**src/rtl/mem_port_arbiter.sv**
```systemverilog
//==============================================================================
// Module      : mem_port_arbiter
// Description : Shares one memory-controller port between instruction fetch
//               (IF) and the load/store unit (LS). Fixed priority to LS with
//               a starvation guard for IF. Each access is sequenced over a
//               fixed RAM read latency, and read data is returned to the
//               requester that won the grant.
// Ports       : clk, reset_n               - clock, sync active-low reset
//               if_req/if_addr             - fetch request (held until ack)
//               if_ack/if_rvalid/if_rdata  - fetch accept / read return
//               ls_req/ls_addr/ls_wdata/ls_length/ls_store/ls_unsigned
//                                          - load/store request
//               ls_ack/ls_rvalid/ls_rdata  - LS accept / load return
//               mc_*                       - memory-controller request side
//               mc_rdata                   - memory-controller read data
// Revision    : 1.0 - initial release
//==============================================================================
`default_nettype none

module mem_port_arbiter #(
    parameter int DATA_WIDTH   = 32,
    parameter int RAM_LATENCY  = 1,   // 1..15
    parameter int STARVE_LIMIT = 4    // 1..15
) (
    input  logic                  clk,
    input  logic                  reset_n,
    input  logic                  if_req,
    input  logic [DATA_WIDTH-1:0] if_addr,
    output logic                  if_ack,
    output logic                  if_rvalid,
    output logic [DATA_WIDTH-1:0] if_rdata,
    input  logic                  ls_req,
    input  logic [DATA_WIDTH-1:0] ls_addr,
    input  logic [DATA_WIDTH-1:0] ls_wdata,
    input  logic [1:0]            ls_length,
    input  logic                  ls_store,
    input  logic                  ls_unsigned,
    output logic                  ls_ack,
    output logic                  ls_rvalid,
    output logic [DATA_WIDTH-1:0] ls_rdata,
    output logic [DATA_WIDTH-1:0] mc_address,
    output logic [DATA_WIDTH-1:0] mc_wdata,
    output logic [1:0]            mc_length,
    output logic                  mc_store,
    output logic                  mc_load,
    output logic                  mc_unsigned,
    input  logic [DATA_WIDTH-1:0] mc_rdata
);

    localparam logic [3:0] c_LAT    = 4'(RAM_LATENCY);
    localparam logic [3:0] c_STARVE = 4'(STARVE_LIMIT);

    typedef enum logic [1:0] {
        ST_IDLE = 2'd0,
        ST_WAIT = 2'd1,
        ST_DONE = 2'd2
    } state_t;

    state_t                r_state,  w_state_nxt;
    logic [3:0]            r_lat,    w_lat_nxt;
    logic [3:0]            r_starve, w_starve_nxt;
    logic                  r_gnt_if, w_gnt_if_nxt;   // current access belongs to IF

    logic                  r_if_ack,      w_if_ack_nxt;
    logic                  r_if_rvalid,   w_if_rvalid_nxt;
    logic [DATA_WIDTH-1:0] r_if_rdata,    w_if_rdata_nxt;
    logic                  r_ls_ack,      w_ls_ack_nxt;
    logic                  r_ls_rvalid,   w_ls_rvalid_nxt;
    logic [DATA_WIDTH-1:0] r_ls_rdata,    w_ls_rdata_nxt;
    logic [DATA_WIDTH-1:0] r_mc_address,  w_mc_address_nxt;
    logic [DATA_WIDTH-1:0] r_mc_wdata,    w_mc_wdata_nxt;
    logic [1:0]            r_mc_length,   w_mc_length_nxt;
    logic                  r_mc_store,    w_mc_store_nxt;
    logic                  r_mc_load,     w_mc_load_nxt;
    logic                  r_mc_unsigned, w_mc_unsigned_nxt;

    // IF wins when it is alone, or when LS has been favoured STARVE_LIMIT
    // times in a row while IF was waiting.
    logic w_grant_if;
    logic w_grant_ls;
    assign w_grant_if = if_req && (!ls_req || (r_starve == c_STARVE));
    assign w_grant_ls = ls_req && !w_grant_if;

    always_comb begin
        w_state_nxt       = r_state;
        w_lat_nxt         = r_lat;
        w_starve_nxt      = r_starve;
        w_gnt_if_nxt      = r_gnt_if;
        w_if_ack_nxt      = 1'b0;
        w_if_rvalid_nxt   = 1'b0;
        w_if_rdata_nxt    = r_if_rdata;
        w_ls_ack_nxt      = 1'b0;
        w_ls_rvalid_nxt   = 1'b0;
        w_ls_rdata_nxt    = r_ls_rdata;
        w_mc_address_nxt  = r_mc_address;
        w_mc_wdata_nxt    = r_mc_wdata;
        w_mc_length_nxt   = r_mc_length;
        w_mc_unsigned_nxt = r_mc_unsigned;
        w_mc_store_nxt    = 1'b0;          // single-cycle write strobe
        w_mc_load_nxt     = r_mc_load;

        case (r_state)
            ST_IDLE: begin
                w_mc_load_nxt = 1'b0;
                if (!if_req) begin
                    w_starve_nxt = 4'd0;
                end
                if (w_grant_if) begin
                    w_state_nxt       = ST_WAIT;
                    w_lat_nxt         = 4'd1;
                    w_starve_nxt      = 4'd0;
                    w_gnt_if_nxt      = 1'b1;
                    w_if_ack_nxt      = 1'b1;
                    w_mc_address_nxt  = if_addr;
                    w_mc_wdata_nxt    = '0;
                    w_mc_length_nxt   = 2'd3;
                    w_mc_unsigned_nxt = 1'b0;
                    w_mc_load_nxt     = 1'b1;
                end else if (w_grant_ls) begin
                    w_state_nxt       = ST_WAIT;
                    w_lat_nxt         = 4'd1;
                    w_gnt_if_nxt      = 1'b0;
                    w_ls_ack_nxt      = 1'b1;
                    w_mc_address_nxt  = ls_addr;
                    w_mc_wdata_nxt    = ls_wdata;
                    w_mc_length_nxt   = ls_length;
                    w_mc_unsigned_nxt = ls_unsigned;
                    w_mc_store_nxt    = ls_store;
                    w_mc_load_nxt     = !ls_store;
                    if (if_req && (r_starve != c_STARVE)) begin
                        w_starve_nxt = r_starve + 4'd1;
                    end
                end
            end

            ST_WAIT: begin
                if (r_lat == c_LAT) begin
                    w_state_nxt   = ST_DONE;
                    w_mc_load_nxt = 1'b0;
                    // mc_load is still high here exactly when the access is a read
                    if (r_mc_load) begin
                        if (r_gnt_if) begin
                            w_if_rvalid_nxt = 1'b1;
                            w_if_rdata_nxt  = mc_rdata;
                        end else begin
                            w_ls_rvalid_nxt = 1'b1;
                            w_ls_rdata_nxt  = mc_rdata;
                        end
                    end
                end else begin
                    w_lat_nxt = r_lat + 4'd1;
                end
            end

            ST_DONE: begin
                w_state_nxt   = ST_IDLE;
                w_lat_nxt     = 4'd0;
                w_mc_load_nxt = 1'b0;
            end

            default: begin
                w_state_nxt   = ST_IDLE;
                w_lat_nxt     = 4'd0;
                w_mc_load_nxt = 1'b0;
            end
        endcase
    end

    always_ff @(posedge clk) begin
        if (!reset_n) begin
            r_state       <= ST_IDLE;
            r_lat         <= 4'd0;
            r_starve      <= 4'd0;
            r_gnt_if      <= 1'b0;
            r_if_ack      <= 1'b0;
            r_if_rvalid   <= 1'b0;
            r_if_rdata    <= '0;
            r_ls_ack      <= 1'b0;
            r_ls_rvalid   <= 1'b0;
            r_ls_rdata    <= '0;
            r_mc_address  <= '0;
            r_mc_wdata    <= '0;
            r_mc_length   <= 2'd0;
            r_mc_store    <= 1'b0;
            r_mc_load     <= 1'b0;
            r_mc_unsigned <= 1'b0;
        end else begin
            r_state       <= w_state_nxt;
            r_lat         <= w_lat_nxt;
            r_starve      <= w_starve_nxt;
            r_gnt_if      <= w_gnt_if_nxt;
            r_if_ack      <= w_if_ack_nxt;
            r_if_rvalid   <= w_if_rvalid_nxt;
            r_if_rdata    <= w_if_rdata_nxt;
            r_ls_ack      <= w_ls_ack_nxt;
            r_ls_rvalid   <= w_ls_rvalid_nxt;
            r_ls_rdata    <= w_ls_rdata_nxt;
            r_mc_address  <= w_mc_address_nxt;
            r_mc_wdata    <= w_mc_wdata_nxt;
            r_mc_length   <= w_mc_length_nxt;
            r_mc_store    <= w_mc_store_nxt;
            r_mc_load     <= w_mc_load_nxt;
            r_mc_unsigned <= w_mc_unsigned_nxt;
        end
    end

    assign if_ack      = r_if_ack;
    assign if_rvalid   = r_if_rvalid;
    assign if_rdata    = r_if_rdata;
    assign ls_ack      = r_ls_ack;
    assign ls_rvalid   = r_ls_rvalid;
    assign ls_rdata    = r_ls_rdata;
    assign mc_address  = r_mc_address;
    assign mc_wdata    = r_mc_wdata;
    assign mc_length   = r_mc_length;
    assign mc_store    = r_mc_store;
    assign mc_load     = r_mc_load;
    assign mc_unsigned = r_mc_unsigned;

endmodule

`default_nettype wire
```
**config.mk**
```make
export PLATFORM = sky130hd
export DESIGN_NAME = mem_port_arbiter
export DESIGN_NICKNAME = d
export VERILOG_FILES = /design/src/rtl/mem_port_arbiter.sv
export SDC_FILE = /design/constraint.sdc
export NUM_CORES = 1
export LEC_CHECK = 0
export ABC_CLOCK_PERIOD_IN_PS = 2200
export BUFFER_PORTS_ARGS = -buffer_cell sky130_fd_sc_hd__buf_2
export CORE_MARGIN = 2
export CORE_UTILIZATION = 47
export CTS_CLUSTER_DIAMETER = 200
export DETAILED_ROUTE_END_ITERATION = 16
export HOLD_SLACK_MARGIN = 0.06
export PLACE_DENSITY = 0.91
export SETUP_SLACK_MARGIN = 0.2
export SLEW_MARGIN = 20
export SYNTH_ARGS = -nofsm -noshare
export SYNTH_HDL_FRONTEND = slang
export SYNTH_SLANG_ARGS = --single-unit
```
**constraint.sdc**
```tcl
create_clock -name clk -period 2.2 [get_ports clk]
set_input_delay 0.11 -clock clk [delete_from_list [all_inputs] [get_ports clk]]
set_output_delay 0.11 -clock clk [all_outputs]
set_load 0.01 [all_outputs]
```
==> impl_metrics.yaml, run 1 <==
sta:
  rsz0062_at_grt: "true"
  fin_ws_ps: 180
  fin_crit_sh: 0.918
  worst_pin_slew_ps: 650
  skew_ps: 17.8
  maxSlewHeadroom: 0.565
  slew_violations: 0
  finalHoldViolCount: 0
  fin_tns_setup_ps: 0
  fmax_ghz: 0.495
  fin_hold_ws_ps: 78.0
  setup_viol: 0
  min_period_ps: 2020
global_route:
  grt_overflow: 0
  grt_first_pass_wirelength_mm: 36.3
  grt_max_degree: 99
  track_usage: 0.354
  antenna_found_initial: 0
  grt_pass1_vias: 7055
logic_synthesis:
  synthXorXnorAreaFrac: 0.00150
  synth_compound_area_frac: 0.219
  ys_seq_area_frac: 0.508
  yosysWarningCount: 0
  synth_mux_area_frac: 0
  synthAdderAreaFrac: 0.00857
  synth-edff-count: 0
  synth-simple-area-share: 0.198
  avgSynthCellArea_um2: 8.65
  syn-cell-area_mm2: 0.00584
  synthFlopType: "dfxtp_1"
  synthCells: 675
  yosysUniqueCellTypes: 40
  synth_top_family_by_area: "compound AO/OA/AOI/OAI gates"
  async_reset_ff_frac: 0
  synth-seq-cells: 148
  syn-num-nets: 815
place:
  place_ws_ps: 316
  dp_hpwl_mm: 11.4
  place_congestion: 0.858
  io_buffers: 272
power_and_ir_drop:
  power_density_mw_per_mm2: 814
  leakagePower_nw: 4.32
  irDropWorstVdd_uv: 466
  report.power.total_w: 0.00757
setup_path:
  critPathRequiredTime_ps: 2510
  crit_path_max_fanout: 33
  cp.arrival_ps: 2330
  start_kind: "flop"
  crit_chain: "inv_1, ha_1, nand3b_1, a21bo_4, buf_12, nand3_1, a21boi_0"
  slowest_delay_ps: 400
  crit_slowest_cell: "dfxtp_1"
  reg2reg_slack_ps: 180
  cp_top_family: "compound AO/OA/AOI/OAI gates"
  end_kind: "flop"
  crit_buf_inv: 2
  path_class: "flop to flop"
routing:
  drt-wirelength-per-cell_um: 19.4
  drt-initial-drc-count: 908
  wirelength_mm: 24.0
  drc: 0
  vias: 7101
  viasPerCell: 5.73
  route.antenna.remaining_nets: 0
  dr.pass1.iters: 6
floorplan:
  start_util: 0.484
  die-area_mm2: 0.0133
  die_h_um: 115
  die_w_um: 115
  core.rowCount: 40
  ios: 273
  core_mm2: 0.0121
cells_and_area:
  final_cell_mix: "buf_2, dfxtp_1, dlygate4sd3_1"
  fillers: 708
  nNetsFinal: 1196
  final_common_cell: "buf_2"
  final_core_util: 0.771
  area_growth_pct: 59.2
  post_route_cells_drive_above_1_share: 0.326
status:
  status: "completed"
min_path:
  min_path_type: "input port to flop"
clock_tree:
  cts.sinks: 148
  cts_root_buf: "clkbuf_16"
  cts-buffers-inserted: 17
  clk_path_buf_depth: 2
  cts_max_level: 4
  clk_pin_slew_ps: 60
  clock_latency_ps: 430
  cts_tree: "built"
run:
  cap_violations: 0
routing by layer:
layer,track usage,vias to the layer above,wire (um)
li1,-,3114,-
met1,0.373,3230,8310
met2,0.579,593,11100
met3,0.119,164,2740
met4,0.281,0,1790
met5,0,-,0
registers in the layout, indices dropped and copies added, names as in the netlist, 2 cells and up:
register and count:
r_state 2, mc_length 2, r_lat 4, mc_address 32, r_starve 4, ls_rdata 32
mc_wdata 32, if_rdata 32
worst paths after layout:
| path | from | to | cells after the start |
|---|---|---|---|
| max | r_starve[0] | mc_wdata[2] | 7 |
| max reg2reg | r_starve[0] | mc_wdata[2] | 7 |
| min | reset_n | r_lat[3] | 2 |
| min reg2reg | mc_wdata[17] | mc_wdata[17] | 2 |
cell type report:
type	instances	area, um^2	share of cell area
Inverter	4	15.0	0.00162
Clock inverter	11	220	0.0237
Timing Repair Buffer	422	2900	0.312
Multi-Input combinational cell	463	2520	0.271
Antenna cell	2	5.00	0.000539
Clock buffer	21	460	0.0495
Sequential cell	148	2960	0.319
Tap cell	168	210	0.0226
worst reg2reg max path: stages (launching register included):
cell      delay (ps)
dfxtp_1          400
inv_1             90
ha_1             240
nand3b_1         200
a21bo_4          270
buf_12           230
nand3_1          170
a21boi_0         310
cells in the mapped netlist, types with 2 or more instances:
master,number,area share
a21boi_0,22,0.028
a21boi_1,16,0.021
a21oi_1,66,0.057
a31oi_1,2,0.0021
and2_1,2,0.0021
and3_1,5,0.0054
buf_1,4,0.0026
buf_2,12,0.010
buf_4,9,0.012
buf_6,12,0.023
clkbuf_1,22,0.014
dfxtp_1,148,0.51
ha_1,4,0.0086
inv_1,4,0.0026
nand2_1,104,0.067
nand3_1,103,0.088
nand3b_1,2,0.0026
nor2_1,8,0.0051
nor2b_1,5,0.0054
nor3_1,3,0.0026
o21ai_0,40,0.034
o21ai_1,44,0.038
o21ai_2,21,0.032
through the flow:
stage          area [um^2]  cells
2_1_floorplan         5840    675
3_3_place_gp          7240   1069
3_5_place_dp          7240   1069
4_1_cts               9250   1234
5_1_grt               9290   1237
6_report              9290   1239
repair_timing:
action | in CTS | in global routing
endpoints found under the setup margin | 0 | 27
hold buffers | 133 | 0
endpoints found under the hold margin | 133 | 0
buffers inserted | 0 | 3
resized for setup | 0 | 1
report_power, final:
part	switching (W)	internal (W)
sequential	0.000114	0.00284
clock	0.00119	0.00220
combinational	0.000688	0.000544
logic make-up (layout without fill, tap and decap cells):
kind of cell	after synthesis	in the layout
simple gates	242	242
compound gates	216	216
flops	148	148
buf+inv	64	458
fa+ha+maj	4	4
xor+xnor	1	1
other cells	0	2
Power figures use the tool's default switching activity.
==> run 2: changes to the inputs <==
- CORE_UTILIZATION: 47 -> 48
- CTS_BUF_LIST: not set -> sky130_fd_sc_hd__clkbuf_4
- CTS_CLUSTER_DIAMETER: 200 -> 40
- PLACE_DENSITY: 0.91 -> 0.92
==> run 2 against run 1 <==
Effect of this change: setup slack improved by 28 ps; power shrank 18%; worst hold slack better by 280 ps; clock-buffer cell count shrank 3; largest power group is now sequential cells; non-clock buffer count is 6 higher; largest cell class unchanged; flip-flop and latch count unchanged; register-to-register slack better by 30 ps; critical path depth is the same.
==> impl_metrics.yaml, run 2 (synthesis gave the netlist of run 1 again) <==
clock_tree:
  clk_pin_slew_ps: 130
  cts.sinks: 148
  cts-buffers-inserted: 17
  clock_latency_ps: 540
  clk_path_buf_depth: 2
  cts_max_level: 4
  cts_root_buf: "clkbuf_4"
  cts_tree: "built"
sta:
  fin_hold_ws_ps: 358
  worst_pin_slew_ps: 924
  fmax_ghz: 0.502
  min_period_ps: 1990
  slew_violations: 0
  fin_crit_sh: 0.905
  finalHoldViolCount: 0
  fin_tns_setup_ps: 0
  setup_viol: 0
  maxSlewHeadroom: 0.382
  rsz0062_at_grt: "true"
  skew_ps: 21.5
routing:
  drt-wirelength-per-cell_um: 19.7
  vias: 7275
  viasPerCell: 5.94
  drc: 0
  wirelength_mm: 24.1
  dr.pass1.iters: 7
  route.antenna.remaining_nets: 0
  drt-initial-drc-count: 964
cells_and_area:
  final_common_cell: "buf_2"
  final_core_util: 0.749
  area_growth_pct: 53.5
  post_route_cells_drive_above_1_share: 0.323
  nNetsFinal: 1202
  final_cell_mix: "buf_2, dfxtp_1, dlygate4sd3_1"
place:
  place_congestion: 0.838
  dp_hpwl_mm: 11.3
  io_buffers: 272
run:
  cap_violations: 0
floorplan:
  ios: 273
  start_util: 0.488
  core_mm2: 0.0120
  die_h_um: 114
  die-area_mm2: 0.0131
  core.rowCount: 40
  die_w_um: 114
setup_path:
  crit_path_max_fanout: 16
  slowest_delay_ps: 430
  path_class: "flop to flop"
  crit-reg2reg-launch: "r_starve[0]"
  worst_r2r_endpoint: "mc_address[18]"
  ff2ff_path_depth: 7
  start_kind: "flop"
  crit_slowest_cell: "dfxtp_1"
  reg2reg_slack_ps: 210
  cp.arrival_ps: 2440
  crit_chain: "inv_1, ha_1, nand3b_1, a21bo_4, buf_4, nand2_1, a21oi_1"
  critPathRequiredTime_ps: 2650
  end_kind: "flop"
global_route:
  antenna_found_initial: 2
  grt_pass1_vias: 6941
  grt_overflow: 0
  grt_first_pass_wirelength_mm: 35.3
  track_usage: 0.345
  grt_max_degree: 65
power_and_ir_drop:
  irDropWorstVdd_uv: 472
  leakagePower_nw: 4.18
  power_density_mw_per_mm2: 692
status:
  status: "completed"
min_path:
  min_path_type: "input port to flop"
  whs_endpoint: "mc_address[22]"
  whs_path_depth: 4
  hold_path.startpoint: "ls_addr[22]"
## run 2: cell count changes in the layout (fill, tap and decap cells not counted), moves of 4 or more
cell and delta:
clkbuf_16 -17, clkbuf_4 +18, clkinv_1 +4, dlygate4sd3_1 +4
## run 2: worst max path at each step
stage,to,slack (ps),from,cells past startpoint
4_1_cts,ls_rdata[12],310,r_lat[0],6
6_report,mc_address[18],210,r_starve[0],7
5_1_grt,mc_wdata[13],140,r_starve[0],7
3_5_place_dp,ls_rdata[26],350,r_lat[0],6
2_1_floorplan,if_rdata[23],600,r_lat[0],6
3_3_place_gp,ls_rdata[31],450,r_lat[0],6
## run 2: routing by layer
metal	up-vias	global-route usage	routed length [um]
li1	3133	-	-
met1	3268	0.370	8110
met2	673	0.573	11100
met3	201	0.103	2770
met4	0	0.265	2110
met5	-	0	0
## run 2: cell type report
type | instances | area (um^2)
well taps | 147 | 184
diodes | 3 | 7.51
clock inverters | 13 | 189
fillers | 686 | 3000
inverters | 4 | 15.0
clock buffers | 18 | 135
flip-flops and latches | 148 | 2960
multi-input cells | 463 | 2510
repair buffers | 428 | 2950
## run 2: critical path, delay by kind of cell (launching register included)
family	cells	cell delay (ps)
compound gates	2	540
fa+ha+maj	1	250
buf+inv	2	380
flops	1	430
simple gates	2	310
## run 2: where the power goes
part	internal [W]	switching (W)	leakage, nW
sequential	0.00283	0.000113	1.21
combinational	0.000556	0.000720	2.80
clock	0.00100	0.000974	0.176
total	0.00440	0.00181	4.18
## run 2: timing repair
item	CTS	global route
gates resized for setup	0	3
endpoints found under the hold margin	138	0
endpoints found under the setup margin	0	56
hold buffers	137	0
setup buffers	0	2
## run 2: metrics by stage
| step | instance area, um^2 | instances | setup slack, ps | total power (W) |
|---|---|---|---|---|
| 6_report | 8960 | 1224 | 208 | 0.00620 |
| 5_1_grt | 8960 | 1223 | 138 | 0.00639 |
| 4_1_cts | 8930 | 1219 | 309 | 0.00601 |
| 3_5_place_dp | 7240 | 1051 | 352 | 0.00392 |
| 3_3_place_gp | 7240 | 1051 | 450 | 0.00389 |
| 2_1_floorplan | 5840 | 675 | 604 | 0.00353 |
